## config.mk

```make
export PLATFORM = sky130hd
export DESIGN_NAME = sa_output_collector
export DESIGN_NICKNAME = d
export VERILOG_FILES = /design/src/rtl/sa_output_collector.sv
export SDC_FILE = /design/constraint.sdc
export NUM_CORES = 1
export LEC_CHECK = 0
export CORE_ASPECT_RATIO = 0.8
export CORE_MARGIN = 2
export CORE_UTILIZATION = 61
export CTS_BUF_LIST = sky130_fd_sc_hd__clkbuf_4 sky130_fd_sc_hd__clkbuf_8 sky130_fd_sc_hd__clkbuf_16
export CTS_CLUSTER_SIZE = 14
export DETAILED_ROUTE_END_ITERATION = 6
export HOLD_SLACK_MARGIN = 0.12
export PLACE_DENSITY = 0.91
export SLEW_MARGIN = 20
export SYNTH_ARGS = -nofsm -noshare
export SYNTH_HDL_FRONTEND = slang
export SYNTH_SLANG_ARGS = --single-unit
```

## constraint.sdc

```tcl
create_clock -name clk -period 6.3 [get_ports clk]
set_clock_uncertainty 0.2 [all_clocks]
set_input_delay 0.63 -clock clk [delete_from_list [all_inputs] [get_ports clk]]
set_output_delay 0.63 -clock clk [all_outputs]
set_load 0.02 [all_outputs]
```

## src/rtl/sa_output_collector.sv

```systemverilog
// Deskews the three SA result lanes, sums them with saturation into a SIZE x SIZE matrix, then drains it serially.
// Latency: a pixel whose srt_sig is high in cycle t is stored at the end of cycle t+2; after the last pixel, out_valid rises in cycle t+3.
// Backpressure: during drain, out and rd_idx hold while out_ready is low; aligned pixels arriving mid-drain are dropped and set sticky ovf.
//
// Ports:
//   clk, rst_n         clock, asynchronous active-low reset
//   srt_sig            lane-1 valid (lanes 2/3 follow one and two cycles later)
//   in1, in2, in3      signed 16-bit partial sums for kernel rows 0/1/2
//   out_ready          downstream accepts out this cycle
//   out, out_valid     drained pixel and its valid
//   done               one-cycle pulse after the final pixel is accepted
//   ovf                sticky flag: an aligned pixel was dropped during drain
module sa_output_collector #(
    parameter int SIZE = 5
) (
    input  logic               clk,
    input  logic               rst_n,
    input  logic               srt_sig,
    input  logic signed [15:0] in1,
    input  logic signed [15:0] in2,
    input  logic signed [15:0] in3,
    input  logic               out_ready,
    output logic signed [15:0] out,
    output logic               out_valid,
    output logic               done,
    output logic               ovf
);

    localparam int N  = SIZE * SIZE;
    localparam int AW = (N > 1) ? $clog2(N) : 1;
    localparam logic [15:0] LAST = 16'(N - 1);

    localparam logic STATE_COLLECT = 1'b0;
    localparam logic STATE_DRAIN   = 1'b1;

    logic signed [15:0] in1_d1_q, in1_d2_q, in2_d1_q;
    logic               srt_d1_q, srt_d2_q;
    logic               state_q, state_d;
    logic [15:0]        wr_idx_q, wr_idx_d;
    logic [15:0]        rd_idx_q, rd_idx_d;
    logic               done_q, done_d;
    logic               ovf_q, ovf_d;
    logic               wr_en;

    logic signed [15:0] mem [N];

    logic               v_al;
    logic signed [17:0] sum_w;
    logic signed [15:0] sat_w;

    // srt_sig delayed twice lines up with in1(t), in2(t+1), in3(t+2).
    assign v_al = srt_d2_q;

    assign sum_w = $signed({{2{in1_d2_q[15]}}, in1_d2_q})
                 + $signed({{2{in2_d1_q[15]}}, in2_d1_q})
                 + $signed({{2{in3[15]}}, in3});

    always_comb begin
        if (sum_w > 18'sd32767) begin
            sat_w = 16'sh7FFF;
        end else if (sum_w < -18'sd32768) begin
            sat_w = 16'sh8000;
        end else begin
            sat_w = sum_w[15:0];
        end
    end

    always_comb begin
        state_d  = state_q;
        wr_idx_d = wr_idx_q;
        rd_idx_d = rd_idx_q;
        done_d   = 1'b0;
        ovf_d    = ovf_q;
        wr_en    = 1'b0;
        if (state_q == STATE_COLLECT) begin
            if (v_al) begin
                wr_en = 1'b1;
                if (wr_idx_q == LAST) begin
                    wr_idx_d = 16'd0;
                    state_d  = STATE_DRAIN;
                end else begin
                    wr_idx_d = wr_idx_q + 16'd1;
                end
            end
        end else begin
            // No room to buffer a second matrix, so anything aligned now is lost.
            if (v_al) begin
                ovf_d = 1'b1;
            end
            if (out_ready) begin
                if (rd_idx_q == LAST) begin
                    rd_idx_d = 16'd0;
                    done_d   = 1'b1;
                    state_d  = STATE_COLLECT;
                end else begin
                    rd_idx_d = rd_idx_q + 16'd1;
                end
            end
        end
    end

    always_ff @(posedge clk or negedge rst_n) begin
        if (!rst_n) begin
            in1_d1_q <= '0;
            in1_d2_q <= '0;
            in2_d1_q <= '0;
            srt_d1_q <= 1'b0;
            srt_d2_q <= 1'b0;
            state_q  <= STATE_COLLECT;
            wr_idx_q <= 16'd0;
            rd_idx_q <= 16'd0;
            done_q   <= 1'b0;
            ovf_q    <= 1'b0;
        end else begin
            in1_d1_q <= in1;
            in1_d2_q <= in1_d1_q;
            in2_d1_q <= in2;
            srt_d1_q <= srt_sig;
            srt_d2_q <= srt_d1_q;
            state_q  <= state_d;
            wr_idx_q <= wr_idx_d;
            rd_idx_q <= rd_idx_d;
            done_q   <= done_d;
            ovf_q    <= ovf_d;
        end
    end

    // Pixel storage is deliberately not reset; wr_en is low while in reset.
    always_ff @(posedge clk) begin
        if (wr_en) begin
            mem[wr_idx_q[AW-1:0]] <= sat_w;
        end
    end

    assign out_valid = (state_q == STATE_DRAIN);
    assign out       = out_valid ? mem[rd_idx_q[AW-1:0]] : 16'sd0;
    assign done      = done_q;
    assign ovf       = ovf_q;

endmodule
```

# After elaboration in Yosys (flattened, before gate mapping)
# Memories as Yosys holds them, arrays and structs flattened.
# Cells that the tools add are included.
# word_totals
mem_bits_rw	400
output_inout_bits	19
n_memories	1
wordCells	40
ff_bits	85
in_bits	52
# classes
n_reduce_logical	3
order_cmp	2
bitwise_logic	1
add_sub_neg	4
mux	17
eq_ne	2
# memory_table
memory	depth	width	read_ports	rd_ports_with_merged_regs	wr	line	source
mem	25	16	1	0	1	45	logic signed [15:0] mem [N];
# ops
cell	n
$mux 16	5
$add 16x1->16 const B	2
$eq 16x5->1 const B	2
$add 17x16->18	1
$gt 18x16->1 const B	1
$lt 18x16->1 const B	1
$add 16x16->17	1
$mux 1	12
$reduce_and 2->1	3
$not 1->1	1

# Longest topological paths before layout
# Gate-level depths: netlist of run 1.
# depth
word_depth	5
ltp_mapped	13
depth_no_buf	12

# Least setup slack after synthesis of run 1
# OpenSTA, ideal clock, no wires.
# synth_path
kind	input to register
startpoint	input port in3[1]
endpoint	memory mem[0][3], data pin
n_path_buf	0
setup_time_ns	0.400
t_arrival_ns	4.074
slack_ns	1.626
required_time_ns	5.700
path_stages	11
cell_sequence	inv_1 -> fa_1 -> inv_1 -> ha_1 -> fa_1 -> a21o_1 -> a221oi_4 -> o21ai_0 -> a211oi_4 -> a21oi_2 -> o21ai_0
# synth_between
elab_chain_len	4
# synth_rtl
item	line	source
from (decl)	21	input logic signed [15:0] in3,
$add 17x16->18 (*)	56	+ $signed({{2{in3[15]}}, in3});
$lt 18x16->1	61	end else if (sum_w < -18'sd32768) begin
$mux 16	61	
$mux 16 (*)	59	if (sum_w > 18'sd32767) begin
named net sat_w[3]	49	logic signed [15:0] sat_w;
to (decl)	45	
# Mark *: on every way through the listed nets, which the timed path passes. The rest lies on a longest branch.

# Final worst setup path of run 1
# layout_path
startpoint	register rd_idx_q[0]
endpoint	output port out[6]
# layout_between
elab_chain_len	2
# layout_rtl
item	line	source
from (decl)	40	logic [15:0] rd_idx_q, rd_idx_d;
from (signal assigned)	122	rd_idx_q <= rd_idx_d;
$mem_v2 25x16	n/a	
$mux 16	136	assign out = out_valid ? mem[rd_idx_q[AW-1:0]] : 16'sd0;
to (decl)	23	output logic signed [15:0] out,
# Every way passes these cells.

==> reports/qor.log, run 1 <==
INFO  final_layout   layout.cells.non_filler=1579
INFO  pwr            ir_worst_vdd=0.0002620V
INFO  setup_path     endpoint_kind=output pin
INFO  sta            period_share=78.37%
INFO  detailed_routing routed-wl-met2=22970µm
INFO  detailed_routing detail-route-antenna-nets=0
INFO  floorplanning  floorplan.io_pins=71
INFO  detailed_routing detail_route.drc_violations=0
INFO  synth          synthesis.area_per_instance=19.46µm²
INFO  global_route   first_global_vias=10800
INFO  detailed_routing num_vias=10420
INFO  floorplanning  floorplan.die.height=164.4µm
INFO  global_route   gr-usage-all-layers=29.21%
INFO  setup_path     timing.setup.critical_path_class=reg -> out
INFO  clock_tree     clock_pin_slew_reported_for_the_worst_setup_and_hold_paths_after_clock_tree_synthesis=60ps
INFO  global_route   grt_first_pass_wirelength=69280µm
INFO  synth          synth_top_cells_by_area=sky130_fd_sc_hd__edfxtp_1 61%, sky130_fd_sc_hd__mux4_2 13%, sky130_fd_sc_hd__dfrtp_1 11%
INFO  detailed_routing postRouteWirelength=46640µm
INFO  detailed_routing wire_per_inst=29.54µm
INFO  synth          yosysWarningCount=0
INFO  sta            maxSlewHeadroom=26.28%
INFO  sta            setup_viol_count_final=0
INFO  sta            fin_tns_setup=0ps
INFO  clock_tree     tritoncts=yes
INFO  final_layout   drive_above_1_share=22.78%
INFO  floorplanning  placeableCoreArea=31570µm²
INFO  global_route   grt_antenna_before_repair=0
INFO  final_layout   final.fill_count=1799
INFO  synth          ys_async_sr_fraction=17.53%
INFO  clock_tree     cts_resized=0
INFO  final_layout   area_growth=14.52%
INFO  setup_path     startpoint_type=register
INFO  clock_tree     clock_tree.buffer_depth=3
INFO  synth          netlist-cell-type-count=57
INFO  synth          post_synth_instance_area=19620µm²
INFO  setup_path     cp.arrival=4110ps
INFO  detailed_routing top_signal_layer_used=met4
INFO  sta            fmaxAchievable=0.2025GHz
INFO  pwr            power.leakage=7.665nW
INFO  synth          synth_edf_count=400
INFO  synth          synthMostInstantiatedCell=sky130_fd_sc_hd__edfxtp_1
INFO  global_route   grt_overflow=0
INFO  detailed_routing total_routed_wire_length_on_the_met1_layer=16230µm
INFO  placement      hpwlAfterDp=25930µm
INFO  final_layout   finish.net_count=1213
INFO  synth          synth_top_flop_cell=sky130_fd_sc_hd__edfxtp_1
INFO  floorplanning  fp.dieArea=33620µm²
INFO  clock_tree     cts_made_buffers=45
INFO  synth          ys_seq_area_share=72.06%
INFO  pwr            powerDensity=398.2nW/µm²
INFO  synth          ys_seq_elements=485
INFO  sta            rsz_0062_raised_after_global_routing=false
INFO  synth          synthesis.nets=1099
INFO  run            timing.max_cap.violations=0
INFO  final_layout   antenna-diode-count=0
INFO  clock_tree     clk_root_buffer_cell=sky130_fd_sc_hd__clkbuf_16
INFO  synth          post_synth_inst_count=1008
INFO  sta            tightestPinTransition=1103ps
INFO  sta            number_of_slew_limit_violations_in_the_final_report=0
INFO  clock_tree     clkLatencyLatePin=560ps
INFO  synth          dominant_cell_type_by_area_after_synthesis=sky130_fd_sc_hd__edfxtp_1
INFO  floorplanning  die_w=204.5µm
INFO  clock_tree     cts_sinks=485
INFO  outcome        run_status=complete, no violations
INFO  hold_path      hold_path_class=reg -> reg
INFO  floorplanning  num_rows=58
INFO  placement      gpl.final_weighted_congestion=0.8562
INFO  global_route   largest_net_degree_at_the_start_of_global_routing=68
INFO  sta            final_hold_viol_count=0
INFO  clock_tree     cts_max_level=2
INFO  placement      numPortBuffers=70
INFO  detailed_routing route.met3.wl=5711µm
INFO  synth          synth.top_cell.area_share=61.22%
INFO  detailed_routing routed_via_density=6.601
INFO  placement      dpl.cell_count=1494
INFO  detailed_routing detail_route.iter0.violations=1313
INFO  setup_path     worst-endpoint-required=5470ps
INFO  detailed_routing drt_pre_antenna_iters=6
INFO  floorplanning  effective_utilization_at_floorplan=62.15%
INFO  sta            period_needed=4937ps
INFO  setup_path     critical_path_maximum_fanout=35
INFO  synth          synth_common_cells=400 x sky130_fd_sc_hd__edfxtp_1, 112 x sky130_fd_sc_hd__mux4_2, 85 x sky130_fd_sc_hd__dfrtp_1, 43 x sky130_fd_sc_hd__nand2_1, 38 x sky130_fd_sc_hd__nor2_1
-- final timing paths --
kind	start	end	slack, ps	cells after the start
max	rd_idx_q[0]	out[6]	1360	6
min	in1_d1_q[10]	in1_d2_q[10]	140	0
max reg2reg	in1_d2_q[1]	mem[18][9]	1690	12
min reg2reg	in1_d1_q[10]	in1_d2_q[10]	140	0
max in group asynchronous	rst_n	in2_d1_q[1]	4430	3
min in group asynchronous	rst_n	rd_idx_q[15]	310	2
-- kinds of logic after synthesis --
logic type | synth area share (%)
compound gates | 3.080
xor+xnor | 1.690
fa+ha+maj | 3.138
buf+inv | 1.448
flops | 72.06
mux | 14.55
simple gates | 4.037
-- state kept, by name, summed over array words and instances (netlist names) --
register,flops
in1_d2_q,16
out_valid,1
in2_d1_q,16
srt_d1_q,1
in1_d1_q,16
wr_idx_q,16
srt_d2_q,1
done,1
mem,400
ovf,1
rd_idx_q,16
-- layout by cell type (no fill, tap or decap), types with 9 or more instances in the layout --
| cell | synthesis | layout |
|---|---|---|
| sky130_fd_sc_hd__clkbuf_4 | 0 | 16 |
| sky130_fd_sc_hd__clkdlybuf4s50_1 | 0 | 69 |
| sky130_fd_sc_hd__nand3_1 | 16 | 16 |
| sky130_fd_sc_hd__nand2_1 | 43 | 43 |
| sky130_fd_sc_hd__xnor2_1 | 22 | 22 |
| sky130_fd_sc_hd__ha_1 | 22 | 22 |
| sky130_fd_sc_hd__clkbuf_16 | 0 | 47 |
| sky130_fd_sc_hd__xor2_1 | 14 | 14 |
| sky130_fd_sc_hd__buf_4 | 3 | 40 |
| sky130_fd_sc_hd__o21ai_2 | 9 | 9 |
| sky130_fd_sc_hd__fa_1 | 17 | 17 |
| sky130_fd_sc_hd__a21oi_1 | 11 | 11 |
| sky130_fd_sc_hd__inv_1 | 15 | 15 |
| sky130_fd_sc_hd__mux2i_1 | 32 | 32 |
| sky130_fd_sc_hd__nor2_1 | 38 | 37 |
| sky130_fd_sc_hd__nor2b_1 | 17 | 17 |
| sky130_fd_sc_hd__dfrtp_1 | 85 | 81 |
| sky130_fd_sc_hd__edfxtp_1 | 400 | 400 |
| sky130_fd_sc_hd__mux4_2 | 112 | 112 |
| sky130_fd_sc_hd__o21ai_0 | 33 | 30 |
-- worst max-delay path: stages (launching register included) --
cell	delay [ps]
sky130_fd_sc_hd__dfrtp_4	920
sky130_fd_sc_hd__buf_4	450
sky130_fd_sc_hd__mux4_2	580
sky130_fd_sc_hd__mux4_2	480
sky130_fd_sc_hd__mux2i_1	410
sky130_fd_sc_hd__nor2b_1	110
sky130_fd_sc_hd__clkdlybuf4s50_1	560
-- layout make-up --
| class | instances | area (µm²) | share of cell area [%] |
|---|---|---|---|
| inverters | 15 | 56.30 | 0.2506 |
| clock buffers | 67 | 1351 | 6.014 |
| clock inverters | 17 | 140.1 | 0.6237 |
| multi-input cells | 463 | 5206 | 23.17 |
| repair buffers | 112 | 1041 | 4.633 |
| well taps | 420 | 525.5 | 2.339 |
| flip-flops and latches | 485 | 14150 | 62.97 |
-- metal layers --
| layer | up-vias | global-route usage [%] |
|---|---|---|
| met4 | 0 | 10.80 |
| met1 | 5270 | 39.45 |
| li1 | 4232 | - |
| met3 | 139 | 6.215 |
| met2 | 782 | 47.89 |
| met5 | - | 0 |
-- stage by stage --
stage / power [mW] / setup slack (ps) / hold WS, ps / util, % / area, µm²
2_1_floorplan: 5.441 / 1626 / 131.2 / - / 19620
3_3_place_gp: 6.108 / 1220 / 131.8 / 66.39 / 20960
3_5_place_dp: 6.222 / 987.6 / 134.7 / 66.40 / 20960
4_1_cts: 8.937 / 1335 / 139.4 / 71.16 / 22460
5_1_grt: 9.227 / 1182 / 151.6 / 71.18 / 22470
6_report: 8.948 / 1363 / 140.3 / 71.18 / 22470
-- report_power, final --
group / switching [mW] / internal (mW)
combinational: 1.32 / 0.795
clock: 1.16 / 1.58
sequential: 0.117 / 3.99
-- timing repair --
item	4_1_cts	5_1_grt
hold endpoints to repair	18	0
endpoints found under the setup margin	0	0
hold buffers	1	0
setup buffers	0	0
Note: power is estimated with default switching activity, not from simulation.
==> run 2, diff against run 1 <==
--- a/config.mk
+++ b/config.mk
@@ -7,12 +7,12 @@
 export LEC_CHECK = 0
 export CORE_ASPECT_RATIO = 0.8
 export CORE_MARGIN = 2
-export CORE_UTILIZATION = 61
+export CORE_UTILIZATION = 55
 export CTS_BUF_LIST = sky130_fd_sc_hd__clkbuf_4 sky130_fd_sc_hd__clkbuf_8 sky130_fd_sc_hd__clkbuf_16
 export CTS_CLUSTER_SIZE = 14
 export DETAILED_ROUTE_END_ITERATION = 6
 export HOLD_SLACK_MARGIN = 0.12
-export PLACE_DENSITY = 0.91
+export PLACE_DENSITY = 0.87
 export SLEW_MARGIN = 20
 export SYNTH_ARGS = -nofsm -noshare
 export SYNTH_HDL_FRONTEND = slang
==> constraint.sdc (replaced) <==
create_clock -name clk -period 4.26 [get_ports clk]
set_clock_uncertainty 0.2 [all_clocks]
set_input_delay 0.426 -clock clk [delete_from_list [all_inputs] [get_ports clk]]
set_output_delay 0.426 -clock clk [all_outputs]
set_load 0.02 [all_outputs]
==> reports/qor.log, run 2 (synthesis gave the netlist of run 1 again) <==
INFO  outcome        run_status=complete, no violations
INFO  final_layout   final_cell_mix=400 x sky130_fd_sc_hd__edfxtp_1, 112 x sky130_fd_sc_hd__mux4_2, 81 x sky130_fd_sc_hd__dfrtp_1, 69 x sky130_fd_sc_hd__clkdlybuf4s50_1, 58 x sky130_fd_sc_hd__buf_4
INFO  setup_path     r2r_start=in1_d2_q[1]
INFO  detailed_routing detail_route.drc_violations=0 [unchanged]
INFO  detailed_routing routed_via_density=6.197 [-6.1%]
INFO  setup_path     worst-endpoint-required=4280ps [-1190 ps]
INFO  sta            final_hold_viol_count=0 [unchanged]
INFO  global_route   top_usage_layer=met2
INFO  pwr            ir_worst_vdd=0.0005408V [+110%]
INFO  final_layout   finish.net_count=1277 [+5.3%]
INFO  placement      hpwlAfterDp=26490µm [+2.2%]
INFO  final_layout   final_core_utilization=66.45% [-4.7 points]
INFO  clock_tree     clock_pin_slew_reported_for_the_worst_setup_and_hold_paths_after_clock_tree_synthesis=60ps [about the same]
INFO  pwr            power.leakage=7.983nW [+4.1%]
INFO  final_layout   largest_register_ff_count=400 [unchanged]
INFO  run            timing.max_cap.violations=0 [unchanged]
INFO  clock_tree     clock_tree.buffer_depth=3 [unchanged]
INFO  placement      dpl.cell_count=1582 [+5.9%]
INFO  floorplanning  die_w=215.2µm [+5.2%]
INFO  global_route   grtUsageMet2=41.28% [-6.6 points]
INFO  final_layout   layout.area.seq=14150µm² [unchanged]
INFO  sta            period_share=98.91%
INFO  detailed_routing num_vias=10470 [+0.41%]
INFO  setup_path     cp_num_buf_inv=4 [+2]
INFO  sta            maxSlewHeadroom=31.40% [+5.1 points]
INFO  setup_path     cp.arrival=4230ps [+120 ps]
INFO  setup_path     critical_path_maximum_fanout=25 [-29%]
INFO  setup_path     timing.setup.critical_path_class=in -> reg
INFO  setup_path     setup.worst_path.end=mem[1][12]
INFO  global_route   grt_first_pass_wirelength=69010µm [-0.40%]
INFO  final_layout   antenna-diode-count=0 [unchanged]
INFO  setup_path     crit_start=in3[1]
INFO  setup_path     critical_path.cell_chain=clkdlybuf4s50_1, inv_1, fa_1, inv_1, ha_1, fa_1, a21o_1, a221oi_4, o21ai_0, a211oi_4, a21oi_2, buf_12, o21ai_2
INFO  global_route   first_global_vias=10880 [+0.69%]
INFO  final_layout   layout.cells.non_filler=1689 [+7.0%]
INFO  detailed_routing wire_per_inst=27.60µm [-6.6%]
INFO  clock_tree     cts.repair_timing.setup_buffer_count=0 [unchanged]
INFO  global_route   grt_overflow=0 [unchanged]
INFO  setup_path     r2r_slack=80ps [-1610 ps]
INFO  sta            tightestPinTransition=1020ps [-83.10 ps]
INFO  hold_path      hold_path_class=in -> reg
INFO  clock_tree     cts_made_buffers=44 [-2.2%]
INFO  clock_tree     tritoncts=yes
INFO  clock_tree     clkLatencyLatePin=560ps [about the same]
INFO  detailed_routing postRouteWirelength=46620µm [about the same]
INFO  pwr            report.power.total=13.39mW [+50%]
INFO  placement      gpl.final_weighted_congestion=0.8184 [-4.4%]
INFO  global_route   gr-usage-all-layers=25.61% [-3.6 points]
INFO  floorplanning  floorplan.io_pins=71 [unchanged]
INFO  setup_path     endpoint_kind=register
INFO  floorplanning  effective_utilization_at_floorplan=56.13% [-6.0 points]
INFO  floorplanning  floorplan.die.height=172.9µm [+5.2%]
INFO  sta            hold-worst-slack=129.9ps [-10.35 ps]
INFO  detailed_routing drt_pre_antenna_iters=5 [-1]
INFO  global_route   met1_track_demand_over_resource_in_global_routing=34.83% [-4.6 points]
INFO  sta            fin_tns_setup=0ps [unchanged]
INFO  sta            setup_viol_count_final=0 [unchanged]
INFO  sta            number_of_slew_limit_violations_in_the_final_report=0 [unchanged]
INFO  clock_tree     cts_sinks=485 [unchanged]
INFO  sta            fmaxAchievable=0.2373GHz
INFO  pwr            powerDensity=576.6nW/µm² [+45%]
INFO  final_layout   final.fill_count=2202 [+22%]
INFO  global_route   largest_net_degree_at_the_start_of_global_routing=53 [-22%]
INFO  detailed_routing detail-route-antenna-nets=0 [unchanged]
INFO  floorplanning  placeableCoreArea=34960µm² [+11%]
INFO  clock_tree     clk_root_buffer_cell=sky130_fd_sc_hd__clkbuf_16
INFO  placement      numPortBuffers=70 [unchanged]
INFO  floorplanning  fp.dieArea=37210µm² [+11%]
INFO  setup_path     worst_path_largest_cell_delay=760ps [-160 ps]
INFO  global_route   grt_antenna_before_repair=1 [+1]
INFO  final_layout   layout_commonest_cell=sky130_fd_sc_hd__edfxtp_1
INFO  setup_path     cp_top_family=compound AO/OA/AOI/OAI gates
INFO  final_layout   drive_above_1_share=24.16% [+1.4 points]
INFO  setup_path     worst_r2r_endpoint=mem[1][12]
INFO  global_route   grt_use_met3=6.508% [+0.29 points]
INFO  detailed_routing detail_route.iter0.violations=1405 [+7.0%]
INFO  setup_path     r2r.worst_path.cells=12 [unchanged]
INFO  setup_path     crit_cells=13 [+7]
INFO  floorplanning  num_rows=61 [+5.2%]
INFO  setup_path     startpoint_type=input port
INFO  final_layout   area_growth=18.39%
INFO  sta            period_needed=4214ps
INFO  final_layout   area_taken_by_multi_input_logic_gates=5221µm² [+0.29%]
INFO  setup_path     crit_slowest_cell=sky130_fd_sc_hd__o21ai_2
INFO  sta            rsz_0062_raised_after_global_routing=true
INFO  clock_tree     cts_max_level=2 [unchanged]
## run 2: worst min-delay path by stage
stage                      from           to  slack (ps)  cells after the start
floorplan                 rst_n         done         -70                      0
finish                   in2[9]  in2_d1_q[9]         130                      1
CTS                      in2[0]  in2_d1_q[0]         120                      1
global route            srt_sig     srt_d1_q         130                      1
global placement    in1_d1_q[9]  in1_d2_q[9]         130                      0
detailed placement  in1_d1_q[1]  in1_d2_q[1]         130                      0
## run 2: worst reg2reg max path: stages (launching register included)
cell and delay (ps):
sky130_fd_sc_hd__dfrtp_1 330, sky130_fd_sc_hd__inv_1 60, sky130_fd_sc_hd__fa_1 520, sky130_fd_sc_hd__inv_1 50, sky130_fd_sc_hd__ha_1 220, sky130_fd_sc_hd__fa_1 400, sky130_fd_sc_hd__a21o_1 210, sky130_fd_sc_hd__a221oi_4 350
sky130_fd_sc_hd__o21ai_0 200, sky130_fd_sc_hd__a211oi_4 270, sky130_fd_sc_hd__a21oi_2 100, sky130_fd_sc_hd__buf_12 160, sky130_fd_sc_hd__o21ai_2 760
## run 2: metal layers
| metal | share of wire, % | wire (µm) |
|---|---|---|
| met1 | 37 | 17110 |
| met2 | 48 | 22340 |
| met3 | 12 | 5723 |
| met4 | 3.1 | 1431 |
| met5 | 0.028 | 13 |
## run 2: cell type report
type                    count  area share (%)
clock inverters            13          0.3986
multi-input cells         463           22.48
clock buffers              64           5.564
flip-flops and latches    485           60.91
well taps                 472           2.542
inverters                  15          0.2424
repair buffers            177           7.864
## run 2: through the flow
step                worst slack, ps  cell area (µm²)
finish                        46.40            23230
global route                 -93.64            23230
CTS                           3.382            23180
detailed placement           -449.8            21520
global placement             -340.2            21520
floorplan                    -210.0            19620
## run 2: timing repair
action | in CTS | in global routing
hold buffers | 28 | 2
endpoints found under the hold margin | 78 | 2
setup endpoints to repair | 0 | 129
resized for setup | 0 | 5
## run 2: where the power goes
part	internal (mW)	total [mW]	switching, mW
Sequential	5.89	5.98	0.0862
Clock	2.17	3.83	1.66
Combinational	1.50	3.59	2.09
